===== src/rtl/uart_distance_parser.sv =====
// uart_distance_parser
// Receive-side decoder for "distance: <digits>cm\n" frames popped from a
// show-ahead UART RX FIFO. Valid frames update a 16-bit distance with a
// one-cycle strobe; malformed, overlong or stalled frames raise a one-cycle
// error strobe with a held cause code, then the parser resynchronises on '\n'.
module uart_distance_parser #(
  parameter int MAX_DIGITS     = 3,
  parameter int TIMEOUT_CYCLES = 1_000_000
) (
  input  logic        clk,
  input  logic        reset,
  input  logic        rx_empty,
  input  logic [7:0]  rx_data,
  output logic        rd,
  output logic [15:0] distance,
  output logic        dist_valid,
  output logic        frame_err,
  output logic [2:0]  err_code
);

  typedef enum logic [2:0] {
    ST_PREFIX = 3'd0,
    ST_DIGIT  = 3'd1,
    ST_UNIT_M = 3'd2,
    ST_EOL    = 3'd3,
    ST_RESYNC = 3'd4
  } state_t;

  localparam logic [7:0] CH_LF = 8'h0A;
  localparam logic [7:0] CH_C  = 8'h63;
  localparam logic [7:0] CH_M  = 8'h6D;

  localparam logic [2:0] ERR_PREFIX  = 3'd1;
  localparam logic [2:0] ERR_CHAR    = 3'd2;
  localparam logic [2:0] ERR_OVERFL  = 3'd3;
  localparam logic [2:0] ERR_NODIG   = 3'd4;
  localparam logic [2:0] ERR_UNIT    = 3'd5;
  localparam logic [2:0] ERR_TIMEOUT = 3'd6;

  // Counter width covers the whole timeout range; the timeout fires on the
  // cycle the counter would step onto TIMEOUT_CYCLES-1, so the error strobe
  // coincides with the counter reaching that value.
  localparam int             TW      = $clog2(TIMEOUT_CYCLES + 1);
  localparam logic [TW-1:0]  TO_LAST = TW'(TIMEOUT_CYCLES - 2);
  localparam logic [2:0]     MAX_DIG = 3'(MAX_DIGITS);

  // Expected prefix character at each position of "distance: ".
  function automatic logic [7:0] prefix_char(input logic [3:0] i);
    logic [7:0] c;
    case (i)
      4'd0:    c = 8'h64; // d
      4'd1:    c = 8'h69; // i
      4'd2:    c = 8'h73; // s
      4'd3:    c = 8'h74; // t
      4'd4:    c = 8'h61; // a
      4'd5:    c = 8'h6E; // n
      4'd6:    c = 8'h63; // c
      4'd7:    c = 8'h65; // e
      4'd8:    c = 8'h3A; // :
      4'd9:    c = 8'h20; // space
      default: c = 8'h00;
    endcase
    return c;
  endfunction

  state_t          state_r;
  logic [3:0]      idx_r;
  logic [13:0]     acc_r;
  logic [2:0]      ndig_r;
  logic [TW-1:0]   to_cnt_r;

  logic            is_digit_s;
  logic [13:0]     acc_next_s;
  logic            counting_s;
  logic            prefix_hit_s;

  // The parser is always ready: every available byte is popped this cycle.
  assign rd = ~rx_empty & ~reset;

  // Byte classification, next accumulator value and timeout enable.
  always_comb begin
    is_digit_s   = (rx_data >= 8'h30) && (rx_data <= 8'h39);
    acc_next_s   = (acc_r << 3) + (acc_r << 1) + {10'd0, rx_data[3:0]};
    prefix_hit_s = (rx_data == prefix_char(idx_r));
    if ((state_r == ST_PREFIX) && (idx_r == 4'd0)) begin
      counting_s = 1'b0;
    end else begin
      counting_s = 1'b1;
    end
  end

  // Frame FSM with registered result/error strobes and inter-byte timeout.
  always_ff @(posedge clk or posedge reset) begin
    if (reset) begin
      state_r    <= ST_PREFIX;
      idx_r      <= 4'd0;
      acc_r      <= 14'd0;
      ndig_r     <= 3'd0;
      to_cnt_r   <= '0;
      distance   <= 16'd0;
      dist_valid <= 1'b0;
      frame_err  <= 1'b0;
      err_code   <= 3'd0;
    end else begin
      dist_valid <= 1'b0;
      frame_err  <= 1'b0;
      if (!rx_empty) begin
        // A byte always wins over an expiring timeout.
        to_cnt_r <= '0;
        case (state_r)
          ST_PREFIX: begin
            if (prefix_hit_s) begin
              if (idx_r == 4'd9) begin
                state_r <= ST_DIGIT;
                idx_r   <= 4'd0;
                acc_r   <= 14'd0;
                ndig_r  <= 3'd0;
              end else begin
                idx_r <= idx_r + 4'd1;
              end
            end else begin
              frame_err <= 1'b1;
              err_code  <= ERR_PREFIX;
              idx_r     <= 4'd0;
              state_r   <= (rx_data == CH_LF) ? ST_PREFIX : ST_RESYNC;
            end
          end
          ST_DIGIT: begin
            if (is_digit_s) begin
              if (ndig_r < MAX_DIG) begin
                acc_r  <= acc_next_s;
                ndig_r <= ndig_r + 3'd1;
              end else begin
                frame_err <= 1'b1;
                err_code  <= ERR_OVERFL;
                state_r   <= ST_RESYNC;
              end
            end else if (rx_data == CH_C) begin
              if (ndig_r != 3'd0) begin
                state_r <= ST_UNIT_M;
              end else begin
                frame_err <= 1'b1;
                err_code  <= ERR_NODIG;
                state_r   <= ST_RESYNC;
              end
            end else begin
              frame_err <= 1'b1;
              err_code  <= ERR_CHAR;
              idx_r     <= 4'd0;
              state_r   <= (rx_data == CH_LF) ? ST_PREFIX : ST_RESYNC;
            end
          end
          ST_UNIT_M: begin
            if (rx_data == CH_M) begin
              state_r <= ST_EOL;
            end else begin
              frame_err <= 1'b1;
              err_code  <= ERR_UNIT;
              idx_r     <= 4'd0;
              state_r   <= (rx_data == CH_LF) ? ST_PREFIX : ST_RESYNC;
            end
          end
          ST_EOL: begin
            if (rx_data == CH_LF) begin
              distance   <= {2'b00, acc_r};
              dist_valid <= 1'b1;
              idx_r      <= 4'd0;
              state_r    <= ST_PREFIX;
            end else begin
              frame_err <= 1'b1;
              err_code  <= ERR_UNIT;
              state_r   <= ST_RESYNC;
            end
          end
          ST_RESYNC: begin
            if (rx_data == CH_LF) begin
              idx_r   <= 4'd0;
              state_r <= ST_PREFIX;
            end else begin
              state_r <= ST_RESYNC;
            end
          end
          default: begin
            idx_r   <= 4'd0;
            state_r <= ST_PREFIX;
          end
        endcase
      end else if (counting_s) begin
        if (to_cnt_r == TO_LAST) begin
          // Abandon the stalled frame; RESYNC drops silently.
          if (state_r != ST_RESYNC) begin
            frame_err <= 1'b1;
            err_code  <= ERR_TIMEOUT;
          end else begin
            frame_err <= 1'b0;
          end
          state_r  <= ST_PREFIX;
          idx_r    <= 4'd0;
          acc_r    <= 14'd0;
          ndig_r   <= 3'd0;
          to_cnt_r <= '0;
        end else begin
          to_cnt_r <= to_cnt_r + {{(TW-1){1'b0}}, 1'b1};
        end
      end else begin
        to_cnt_r <= '0;
      end
    end
  end

endmodule


===== config.mk =====
export PLATFORM = sky130hd
export DESIGN_NAME = uart_distance_parser
export DESIGN_NICKNAME = d
export VERILOG_FILES = /design/src/rtl/uart_distance_parser.sv
export SDC_FILE = /design/constraint.sdc
export NUM_CORES = 1
export LEC_CHECK = 0
export BUFFER_PORTS_ARGS = -buffer_cell sky130_fd_sc_hd__clkbuf_2
export CAP_MARGIN = 20
export CORE_ASPECT_RATIO = 0.5
export CORE_MARGIN = 3
export CORE_UTILIZATION = 60
export DETAILED_ROUTE_END_ITERATION = 16
export GPL_ROUTABILITY_DRIVEN = 1
export PLACE_DENSITY = 0.8
export SLEW_MARGIN = 20
export SYNTH_ARGS = -nofsm -noshare
export SYNTH_HDL_FRONTEND = slang
export SYNTH_SLANG_ARGS = --single-unit

===== constraint.sdc =====
create_clock -name clk -period 3.48 [get_ports clk]
set_clock_uncertainty 0.05 [all_clocks]
set_input_delay 0.348 -clock clk [delete_from_list [all_inputs] [get_ports clk]]
set_output_delay 0.348 -clock clk [all_outputs]
set_load 0.005 [all_outputs]

==> flow_summary.ini <==
[yosys]
avgSynthCellArea_um2 = 9.24
synth-adder-area-share_pct = 10.4
netlist_area_um2 = 4110
yosysWarnings = 0
synth_xor_area_share_pct = 5.54
synthFlopType = dfrtp_1
ys_types = 67
synth_edf_count = 0
synth-compound-area-share_pct = 15.2
synth_mux_area_share_pct = 2.25
synth_top_family_by_area = simple AND/OR/NAND/NOR gates
seq_area_frac_synth_pct = 38.3
syn_inst = 445
synth_simple_gate_area_share_pct = 23.8
async_flop_share_pct = 100
ys_ff_latch = 63

[die]
dieArea_um2 = 7950
ioPinCount = 33
rows = 20
coreArea_um2 = 6360
start_util_pct = 64.7
die_h_um = 64.6
die_w_um = 123

[critical_path]
start_kind = register
critPathCaptureType = register
crit_arrival_ps = 3220
path_class = register to register
critPathMaxFanout = 8
crit_required_ps = 3650

[clock_tree]
clockRootBuffer = clkbuf_16
clock-sinks = 63
clk_latency_ps = 340
hold_buffers = 0
htree_levels = 3
cts_resized = 0
clockBufferDepth = 2
numCtsBuffers = 9
path_clk_slew_ps = 50
postCtsSetupBuffers = 0
cts_tree = yes

[pwr]
peakVddDrop_mv = 0.330
seqPwrFrac_pct = 38.7
p_switching_mw = 0.490
p_sw_share_pct = 24.1
power_density_nw_per_um2 = 437
leakage_nw = 2.20
pwr-share-comb_pct = 11.1
p_int_mw = 1.55
p_clk_share_pct = 50.2

[cells_and_area]
drive_above_1_share_pct = 13.2
finish.utilization_pct = 73.4
nets = 518
antenna_cells = 0
area_delta_synth_final_pct = 13.4
final_cell_area_um2 = 4670
finalNonFillerCells = 567
layout_commonest_cell = dfrtp_1
layout_common_cells = 63 x dfrtp_1, 56 x nand2_1, 41 x nor2_1

[timing]
finalCriticalPeriod_ps = 3050
fin_ws_ps = 429
setup_tns_ps = 0
worstMarginPinSlew_ps = 830
setup_viol = 0
drv_slew = 0
rsz0062_at_grt = false
timing_hold_violations_final = 0
timing.slew.headroom_pct = 44.6
period_share_pct = 87.7
fmax_mhz = 328

[routing]
totalWireLength_mm = 9.69
viasPerCell = 6.20
drt_first_pass_iters = 5
postRouteAntennaNets = 0
wl_met2_mm = 4.72
wl_met3_um = 548
route.vias.total = 3516
wire_per_inst_um = 17.1
drc = 0
m1WireLength_mm = 4.18
maxUsedRoutingLayer = met4
drtIter0Drc = 375

[status]
status = complete, no violations

[global_routing]
grt_pass1_vias = 3444
track_usage_pct = 26.3
antenna_found_initial = 0
grt_first_pass_wirelength_mm = 16.2
grt_max_degree = 48
overflow = 0

[placed_design]
gp_congestion = 0.909
io_buffer_count = 30
dpl.cell_count = 551
hpwl_mm = 6.81
pre_cts_ws_ps = 496
placed_area_um2 = 4320

[hold_path]
hp-class = input pin to asynchronous set/reset pin

[job]
maxCapViolCount = 0
-- Yosys cell counts (2+ instances only) --
cell type,number,area (um2)
a211oi_1,2,15.0
a21o_1,5,37.5
a21oi_1,18,90.1
a22o_1,8,70.1
a311oi_1,3,26.3
a32o_1,3,30.0
and3_1,4,25.0
and4_1,5,43.8
and4b_1,2,20.0
buf_4,2,15.0
buf_6,2,22.5
clkbuf_1,11,41.3
dfrtp_1,63,1580
fa_1,2,40.0
ha_1,31,388
inv_1,24,90.1
mux2_2,6,67.6
nand2_1,56,210
nand2b_1,5,31.3
nand3_1,14,70.1
nand4_1,9,56.3
nand4b_1,2,17.5
nor2_1,41,154
nor2b_1,4,25.0
nor3_1,10,50.1
nor3b_1,2,15.0
nor4_1,3,18.8
nor4b_1,6,52.6
nor4bb_1,3,30.0
o211ai_1,5,37.5
o21a_1,5,37.5
o21ai_0,12,60.1
o21bai_1,2,15.0
o311ai_0,4,35.0
o31a_1,3,26.3
o31ai_1,4,30.0
o32a_1,2,20.0
or2_2,2,12.5
or3_1,5,31.3
or4_1,3,22.5
or4b_1,2,20.0
xnor2_1,13,114
xor2_1,13,114
-- critical path, stage by stage (launching register included) --
cell,delay (ps)
dfrtp_1,480
inv_1,120
ha_1,330
and2b_1,200
or4_1,480
o211ai_1,190
or2_1,300
o31a_1,390
mux2_2,380
-- kinds of logic after synthesis --
| logic type | Yosys count |
|---|---|
| AO/OA/AOI/OAI | 87 |
| XOR/XNOR | 26 |
| adder cells (fa/ha/maj) | 33 |
| buffers and inverters | 41 |
| flip-flops | 63 |
| multiplexers | 8 |
| other | 1 |
| AND/OR/NAND/NOR | 186 |
-- stage by stage --
step                      hold slack (ps)  power, mW
after floorplan                       390      0.959
after global placement                399       1.01
after detailed placement              405       1.02
after CTS                             229       2.05
after global routing                  165       2.11
final                                97.2       2.04
-- registers in the layout, summed over array words and instances (netlist names) --
register	flops
acc_r	14
dist_valid	1
distance	14
err_code	3
frame_err	1
idx_r	4
ndig_r	3
state_r	3
to_cnt_r	20
-- worst paths after layout --
kind	startpoint	cells after the start	slack [ps]	to
worst max-delay path	idx_r[1]	8	430	acc_r[8]
worst min-delay path	reset	2	100	ndig_r[2]
worst max register to register	idx_r[1]	8	430	acc_r[8]
worst min register to register	distance[6]	2	420	distance[6]
max in group asynchronous	reset	3	2570	distance[5]
min in group clk	rx_data[0]	2	300	acc_r[0]
-- layout make-up --
class	count	area [um2]
sequential	63	1580
inverter	24	91.3
fill	464	1690
timing repair buffer	34	180
tap	88	110
clock buffer	14	284
clock inverter	2	60.1
multi-input combinational	342	2360
-- layer usage --
| metal | vias up | track usage (%) |
|---|---|---|
| met3 | 30 | 6.45 |
| met4 | 0 | 12.6 |
| met5 | - | 0 |
| met1 | 1696 | 32.0 |
| li1 | 1670 | - |
| met2 | 120 | 44.2 |
-- power groups by stage --
stage | sequential [mW] | clock [mW] | combinational, mW
final | 0.789 | 1.02 | 0.226
after global routing | 0.793 | 1.07 | 0.249
after CTS | 0.787 | 1.03 | 0.226
after detailed placement | 0.800 | 0 | 0.224
after global placement | 0.797 | 0 | 0.214
after floorplan | 0.784 | 0 | 0.175
Note: power is estimated with default switching activity, not from simulation.
